### config.mk
export PLATFORM = sky130hd
export DESIGN_NAME = decode_stage
export DESIGN_NICKNAME = d
export VERILOG_FILES = /design/src/rtl/decode_stage_pkg.sv /design/src/rtl/decode_stage_imm_gen.sv /design/src/rtl/decode_stage.sv
export SDC_FILE = /design/constraint.sdc
export NUM_CORES = 1
export LEC_CHECK = 0
export ABC_AREA = 1
export ABC_CLOCK_PERIOD_IN_PS = 8900
export BUFFER_PORTS_ARGS = -buffer_cell sky130_fd_sc_hd__buf_4
export CAP_MARGIN = 40
export CORE_ASPECT_RATIO = 0.9
export CORE_UTILIZATION = 30
export CTS_BUF_LIST = sky130_fd_sc_hd__clkbuf_4
export DETAILED_ROUTE_END_ITERATION = 7
export PLACE_DENSITY = 0.54
export SYNTH_ARGS = -nofsm -noshare
export SYNTH_HDL_FRONTEND = slang
export SYNTH_SLANG_ARGS = --single-unit
### constraint.sdc
create_clock -name clk -period 8.9 [get_ports clk]
set_input_delay 1.78 -clock clk [delete_from_list [all_inputs] [get_ports clk]]
set_output_delay 1.78 -clock clk [all_outputs]
set_load 0.03 [all_outputs]
### src/rtl/decode_stage_pkg.sv
// rtl/decode_stage_pkg.sv - RV32I opcode constants, immediate formats and ID/EX control bundle
package decode_stage_pkg;

  localparam int XLEN_DEF = 32;

  localparam logic [6:0] OPC_OP       = 7'b0110011;
  localparam logic [6:0] OPC_OP_IMM   = 7'b0010011;
  localparam logic [6:0] OPC_LOAD     = 7'b0000011;
  localparam logic [6:0] OPC_STORE    = 7'b0100011;
  localparam logic [6:0] OPC_BRANCH   = 7'b1100011;
  localparam logic [6:0] OPC_JAL      = 7'b1101111;
  localparam logic [6:0] OPC_JALR     = 7'b1100111;
  localparam logic [6:0] OPC_LUI      = 7'b0110111;
  localparam logic [6:0] OPC_AUIPC    = 7'b0010111;
  localparam logic [6:0] OPC_SYSTEM   = 7'b1110011;
  localparam logic [6:0] OPC_MISC_MEM = 7'b0001111;

  typedef enum logic [2:0] {
    FMT_NONE,
    FMT_I,
    FMT_S,
    FMT_B,
    FMT_U,
    FMT_J
  } imm_fmt_e;

  typedef struct packed {
    logic [4:0] rd;
    logic       rd_we;
    logic [6:0] opcode;
    logic [2:0] funct3;
    logic       funct7b5;
    logic       is_load;
    logic       illegal;
  } ex_ctrl_t;

  // OP has no immediate; unknown opcodes also fall through to FMT_NONE
  function automatic imm_fmt_e fmt_of(input logic [6:0] opc);
    case (opc)
      OPC_OP_IMM, OPC_LOAD, OPC_JALR,
      OPC_SYSTEM, OPC_MISC_MEM:   fmt_of = FMT_I;
      OPC_STORE:                  fmt_of = FMT_S;
      OPC_BRANCH:                 fmt_of = FMT_B;
      OPC_LUI, OPC_AUIPC:         fmt_of = FMT_U;
      OPC_JAL:                    fmt_of = FMT_J;
      default:                    fmt_of = FMT_NONE;
    endcase
  endfunction

endpackage

### src/rtl/decode_stage_imm_gen.sv
// rtl/decode_stage_imm_gen.sv - immediate generation and per-opcode format decode
module decode_stage_imm_gen
  import decode_stage_pkg::*;
#(
  parameter int XLEN = XLEN_DEF
) (
  input  logic [31:0]     inst,
  output logic [XLEN-1:0] imm,
  output logic            legal,
  output logic            use_rs1,
  output logic            use_rs2,
  output logic            has_rd
);

  logic [6:0]  opc;
  imm_fmt_e    fmt;
  logic [31:0] imm32;

  assign opc = inst[6:0];
  assign fmt = fmt_of(opc);

  always_comb begin
    imm32 = 32'd0;
    case (fmt)
      FMT_I: imm32 = {{20{inst[31]}}, inst[31:20]};
      FMT_S: imm32 = {{20{inst[31]}}, inst[31:25], inst[11:7]};
      FMT_B: imm32 = {{19{inst[31]}}, inst[31], inst[7], inst[30:25], inst[11:8], 1'b0};
      FMT_U: imm32 = {inst[31:12], 12'd0};
      FMT_J: imm32 = {{11{inst[31]}}, inst[31], inst[19:12], inst[20], inst[30:21], 1'b0};
      default: imm32 = 32'd0;
    endcase
  end

  assign imm = {{(XLEN-31){imm32[31]}}, imm32[30:0]};

  always_comb begin
    legal = 1'b0;
    case (opc)
      OPC_OP, OPC_OP_IMM, OPC_LOAD, OPC_STORE, OPC_BRANCH, OPC_JAL,
      OPC_JALR, OPC_LUI, OPC_AUIPC, OPC_SYSTEM, OPC_MISC_MEM: legal = 1'b1;
      default: legal = 1'b0;
    endcase
  end

  assign use_rs1 = !(opc == OPC_LUI || opc == OPC_AUIPC || opc == OPC_JAL);
  assign use_rs2 = (opc == OPC_OP || opc == OPC_STORE || opc == OPC_BRANCH);
  assign has_rd  = !(opc == OPC_STORE || opc == OPC_BRANCH);

endmodule

### src/rtl/decode_stage.sv
// rtl/decode_stage.sv - RV32I ID stage: operand bypass, load-use hazard and ID/EX register
module decode_stage
  import decode_stage_pkg::*;
#(
  parameter int              XLEN     = XLEN_DEF,
  parameter logic [XLEN-1:0] RESET_PC = '0
) (
  input  logic            clk,
  input  logic            reset,
  input  logic            if_valid,
  input  logic [XLEN-1:0] if_pc,
  input  logic [31:0]     if_inst,
  output logic [4:0]      rs1_addr,
  output logic [4:0]      rs2_addr,
  input  logic [XLEN-1:0] rs1_data,
  input  logic [XLEN-1:0] rs2_data,
  input  logic            wb_en,
  input  logic [4:0]      wb_addr,
  input  logic [XLEN-1:0] wb_value,
  input  logic            ex_stall,
  input  logic            flush,
  output logic            id_stall,
  output logic            ex_valid,
  output logic [XLEN-1:0] ex_pc,
  output logic [XLEN-1:0] ex_rs1_val,
  output logic [XLEN-1:0] ex_rs2_val,
  output logic [XLEN-1:0] ex_imm,
  output logic [4:0]      ex_rd,
  output logic            ex_rd_we,
  output logic [6:0]      ex_opcode,
  output logic [2:0]      ex_funct3,
  output logic            ex_funct7b5,
  output logic            ex_is_load,
  output logic            ex_illegal
);

  logic [XLEN-1:0] imm;
  logic            legal;
  logic            use_rs1;
  logic            use_rs2;
  logic            has_rd;
  logic [XLEN-1:0] rs1_val;
  logic [XLEN-1:0] rs2_val;
  logic            load_use;
  ex_ctrl_t        ctrl_dec;

  logic            valid_d,   valid_q;
  logic [XLEN-1:0] pc_d,      pc_q;
  logic [XLEN-1:0] rs1_val_d, rs1_val_q;
  logic [XLEN-1:0] rs2_val_d, rs2_val_q;
  logic [XLEN-1:0] imm_d,     imm_q;
  ex_ctrl_t        ctrl_d,    ctrl_q;

  decode_stage_imm_gen #(.XLEN(XLEN)) u_imm_gen (
    .inst    (if_inst),
    .imm     (imm),
    .legal   (legal),
    .use_rs1 (use_rs1),
    .use_rs2 (use_rs2),
    .has_rd  (has_rd)
  );

  assign rs1_addr = if_inst[19:15];
  assign rs2_addr = if_inst[24:20];

  // Register file writes at the edge, so a same-cycle writeback must be forwarded here
  assign rs1_val = (wb_en && wb_addr != 5'd0 && wb_addr == rs1_addr) ? wb_value : rs1_data;
  assign rs2_val = (wb_en && wb_addr != 5'd0 && wb_addr == rs2_addr) ? wb_value : rs2_data;

  assign load_use = if_valid && valid_q && ctrl_q.is_load && ctrl_q.rd != 5'd0 &&
                    ((use_rs1 && ctrl_q.rd == rs1_addr) || (use_rs2 && ctrl_q.rd == rs2_addr));

  assign id_stall = ex_stall || (load_use && !flush);

  always_comb begin
    ctrl_dec          = '0;
    ctrl_dec.rd       = if_inst[11:7];
    ctrl_dec.rd_we    = has_rd && legal && (if_inst[11:7] != 5'd0);
    ctrl_dec.opcode   = if_inst[6:0];
    ctrl_dec.funct3   = if_inst[14:12];
    ctrl_dec.funct7b5 = if_inst[30];
    ctrl_dec.is_load  = (if_inst[6:0] == OPC_LOAD);
    ctrl_dec.illegal  = !legal;
  end

  // Flush and bubble only clear valid; the payload is don't-care and simply holds
  always_comb begin
    valid_d   = valid_q;
    pc_d      = pc_q;
    rs1_val_d = rs1_val_q;
    rs2_val_d = rs2_val_q;
    imm_d     = imm_q;
    ctrl_d    = ctrl_q;
    if (!ex_stall) begin
      if (flush || load_use) begin
        valid_d = 1'b0;
      end else begin
        valid_d   = if_valid;
        pc_d      = if_pc;
        rs1_val_d = rs1_val;
        rs2_val_d = rs2_val;
        imm_d     = imm;
        ctrl_d    = ctrl_dec;
      end
    end
  end

  always_ff @(posedge clk or posedge reset) begin
    if (reset) begin
      valid_q   <= 1'b0;
      pc_q      <= RESET_PC;
      rs1_val_q <= '0;
      rs2_val_q <= '0;
      imm_q     <= '0;
      ctrl_q    <= '0;
    end else begin
      valid_q   <= valid_d;
      pc_q      <= pc_d;
      rs1_val_q <= rs1_val_d;
      rs2_val_q <= rs2_val_d;
      imm_q     <= imm_d;
      ctrl_q    <= ctrl_d;
    end
  end

  assign ex_valid    = valid_q;
  assign ex_pc       = pc_q;
  assign ex_rs1_val  = rs1_val_q;
  assign ex_rs2_val  = rs2_val_q;
  assign ex_imm      = imm_q;
  assign ex_rd       = ctrl_q.rd;
  assign ex_rd_we    = ctrl_q.rd_we;
  assign ex_opcode   = ctrl_q.opcode;
  assign ex_funct3   = ctrl_q.funct3;
  assign ex_funct7b5 = ctrl_q.funct7b5;
  assign ex_is_load  = ctrl_q.is_load;
  assign ex_illegal  = ctrl_q.illegal;

endmodule

==> results.cfg <==
[outcome]
outcome = completed

[layout]
final_area_mm2 = 0.0108
postLayoutCoreUtil_pct = 42.4
drive_gt1_share_pct = 29.4
nets = 1531
syn_to_final_growth_pct = 37.3

[floorplanning]
fp-row-count = 55
io_pins = 330
core_mm2 = 0.0255
fp.dieW_um = 173
start_util_pct = 30.9
die_h_um = 156
dieArea_mm2 = 0.0268

[cts]
path_clk_slew_ps = 130
cts_buffers = 17
cts_buffer_depth = 2
clock-sinks = 148
clk-insertion-delay-late_ps = 570
cts-root-buf = clkbuf_4
cts_tree = yes
post_cts_buffers = 0
hold_buffers = 0
h-tree-depth = 4
ctsResizeCount = 0

[yosys]
ys.flop_type = dfrtp_1
synth_edf_count = 0
ys_seq_area_share_pct = 47.1
synth_area_mm2 = 0.00786
synth_xor_area_share_pct = 1.89
syn-num-nets = 1246
synthSimpleGateAreaFrac_pct = 41.5
synth_compound_area_share_pct = 2.18
yosys_register_bits = 148
synthAdderAreaFrac_pct = 0
synth.top_cell.area_share_pct = 47.1
synthCells = 1075
yosys-top-cells-count = nand2_1, nand3_1, dfrtp_1, clkbuf_1, inv_1
synth.most_common_cell = nand2_1
avgSynthCellArea_um2 = 7.31
async_flop_share_pct = 100
synth_cell_types = 26
yosys_warnings = 0
ys_top_cells_by_area = dfrtp_1, nand2_1, nand3_1, clkbuf_1, buf_4
synth_mux_area_share_pct = 0
synth_area_leader_cell = dfrtp_1
synth_top_family_by_area = simple AND/OR/NAND/NOR gates

[routing]
drc = 0
wirelength_um = 28600
first_pass_iters = 8
ant_nets = 0
viasPerCell = 4.74
routedWlPerCell_um = 16.7
initialDrtViolationCount = 505
vias = 8139

[sta]
slew_viol_final = 0
slew-limit-headroom_pct = 47.7
worstMarginPinSlew_ps = 785
rsz0062_at_grt = no
fin_setup_tns_ps = 0
period_needed_ps = 5540
fin_worst_skew_ps = 36.1
min_period_over_period_pct = 62.2
setup_viol = 0
fmaxAchievable_ghz = 0.181
hold_viol_final = 0

[global_routing]
grt_max_degree = 80
grt_pass1_vias = 7817
grt_antenna_before_repair = 1
overflow = 0
grt_pass1_wl_um = 44700
track_usage_pct = 21.3

[critical_path]
cp-end-kind = output port
critPathMaxStageDelay_ps = 450
crit_chain = buf_4, inv_2, nor2_2, nand3_1, nand2_4, inv_2, nand3_2, nand2_2, nand2_4, o21bai_1, buf_4
start_kind = primary input
crit_type = primary input to output port
critPathBufInv = 4
cpLargestDelayFamily = simple AND/OR/NAND/NOR gates
cp.arrival_ps = 3760
cp_slowest_cell = nand2_4
crit_fanout = 54
required_ps = 7120

[place]
numPortBuffers = 329
dpl_cell_area_mm2 = 0.0105
place_hpwl_um = 20000
place_congestion = 0.835

[power]
leakage_nw = 6.18
p_per_area_mw_per_mm2 = 164
ir_worst_vdd_mv = 0.0552

[worst_hold_path]
hold_path_class = flop to flop

[job]
cap_violations = 0
## path summary, 6_finish.rpt
path	from	end	slack, ps	depth (start not counted)
worst max-delay path	if_inst[4]	id_stall	3360	11
worst min-delay path	ex_rs2_val[21]$_DFFE_PP0P_	ex_rs2_val[21]$_DFFE_PP0P_	490	2
worst max register to register	ex_rd[0]$_DFFE_PP0P_	ex_pc[7]$_DFFE_PP0P_	5640	10
worst min register to register	ex_rs2_val[21]$_DFFE_PP0P_	ex_rs2_val[21]$_DFFE_PP0P_	490	2
max in group asynchronous	reset	ex_rs2_val[18]$_DFFE_PP0P_	6320	4
min in group asynchronous	reset	ex_rs2_val[16]$_DFFE_PP0P_	1330	2
## per-stage QoR
step / hold WS (ps) / std cells / total power [W] / setup slack [ps]
detailed placement: 459 / 1683 / 0.00135 / 3340
global placement: 455 / 1678 / 0.00134 / 3400
floorplan: 647 / 1075 / 0.00110 / 3140
global route: 506 / 1716 / 0.00187 / 3130
CTS: 493 / 1715 / 0.00180 / 3340
finish: 488 / 1716 / 0.00177 / 3360
## cell type report
cell class | instances | area, um^2
Fill cell | 2691 | 14700
Sequential cell | 148 | 3700
Multi-Input combinational cell | 819 | 3600
Timing Repair Buffer | 345 | 2650
Tap cell | 342 | 428
Clock inverter | 14 | 145
Clock buffer | 18 | 135
Inverter | 29 | 114
Antenna cell | 1 | 2.50
## cell families (layout without fill, tap and decap cells)
logic type | count (synthesis) | in the layout
and+or+nand+nor | 775 | 775
DFF | 148 | 148
buffers and inverters | 108 | 406
AOI/OAI and AO/OA | 27 | 27
xor gates and xnor gates | 17 | 17
other | 0 | 1
## flip-flops by register name (all words and copies together), names as in the netlist
| signal | cells |
|---|---|
| ex_rd | 5 |
| ex_rs1_val | 32 |
| ex_rs2_val | 32 |
| ex_funct3 | 3 |
| ex_rd_we | 1 |
| ex_illegal | 1 |
| ex_opcode | 7 |
| ex_funct7b5 | 1 |
| ex_valid | 1 |
| ex_pc | 32 |
| ex_imm | 32 |
| ex_is_load | 1 |
## worst reg2reg max path, delay by kind of cell, from the launching register on
family	cells	cell delay, ps
flops	1	480
simple gates	7	1830
compound gates	1	220
buf+inv	2	700
## metal layers
metal / up-vias / GRT usage (%) / wire length (um) / share of wire, %
met1: 3822 / 29.1 / 13000 / 45
li1: 3999 / - / - / -
met4: 0 / 6.59 / 629 / 2.2
met2: 286 / 33.3 / 13200 / 46
met5: - / 0 / 0 / 0
met3: 32 / 5.02 / 1850 / 6.5
## power by group
group / internal [W] / switching, W / total (W)
Combinational: 0.000202 / 0.000341 / 0.000543
Clock: 0.000152 / 0.000287 / 0.000438
Sequential: 0.000744 / 0.0000450 / 0.000789
Total: 0.00110 / 0.000672 / 0.00177
## cell usage in the layout (no fill, tap or decap), drive strengths merged
master	count
clkinvlp	2
xor2	7
clkinv	4
nor4	1
dfrtp	148
a31o	6
diode	1
o21ai	4
o21bai	1
buf	345
nand3b	2
nand4	3
a21oi	16
nand3	233
xnor2	10
inv	36
nand2	511
or2	1
nor2	23
nor3	1
clkbuf	18
bufinv	1
Power figures use the tool's default switching activity.
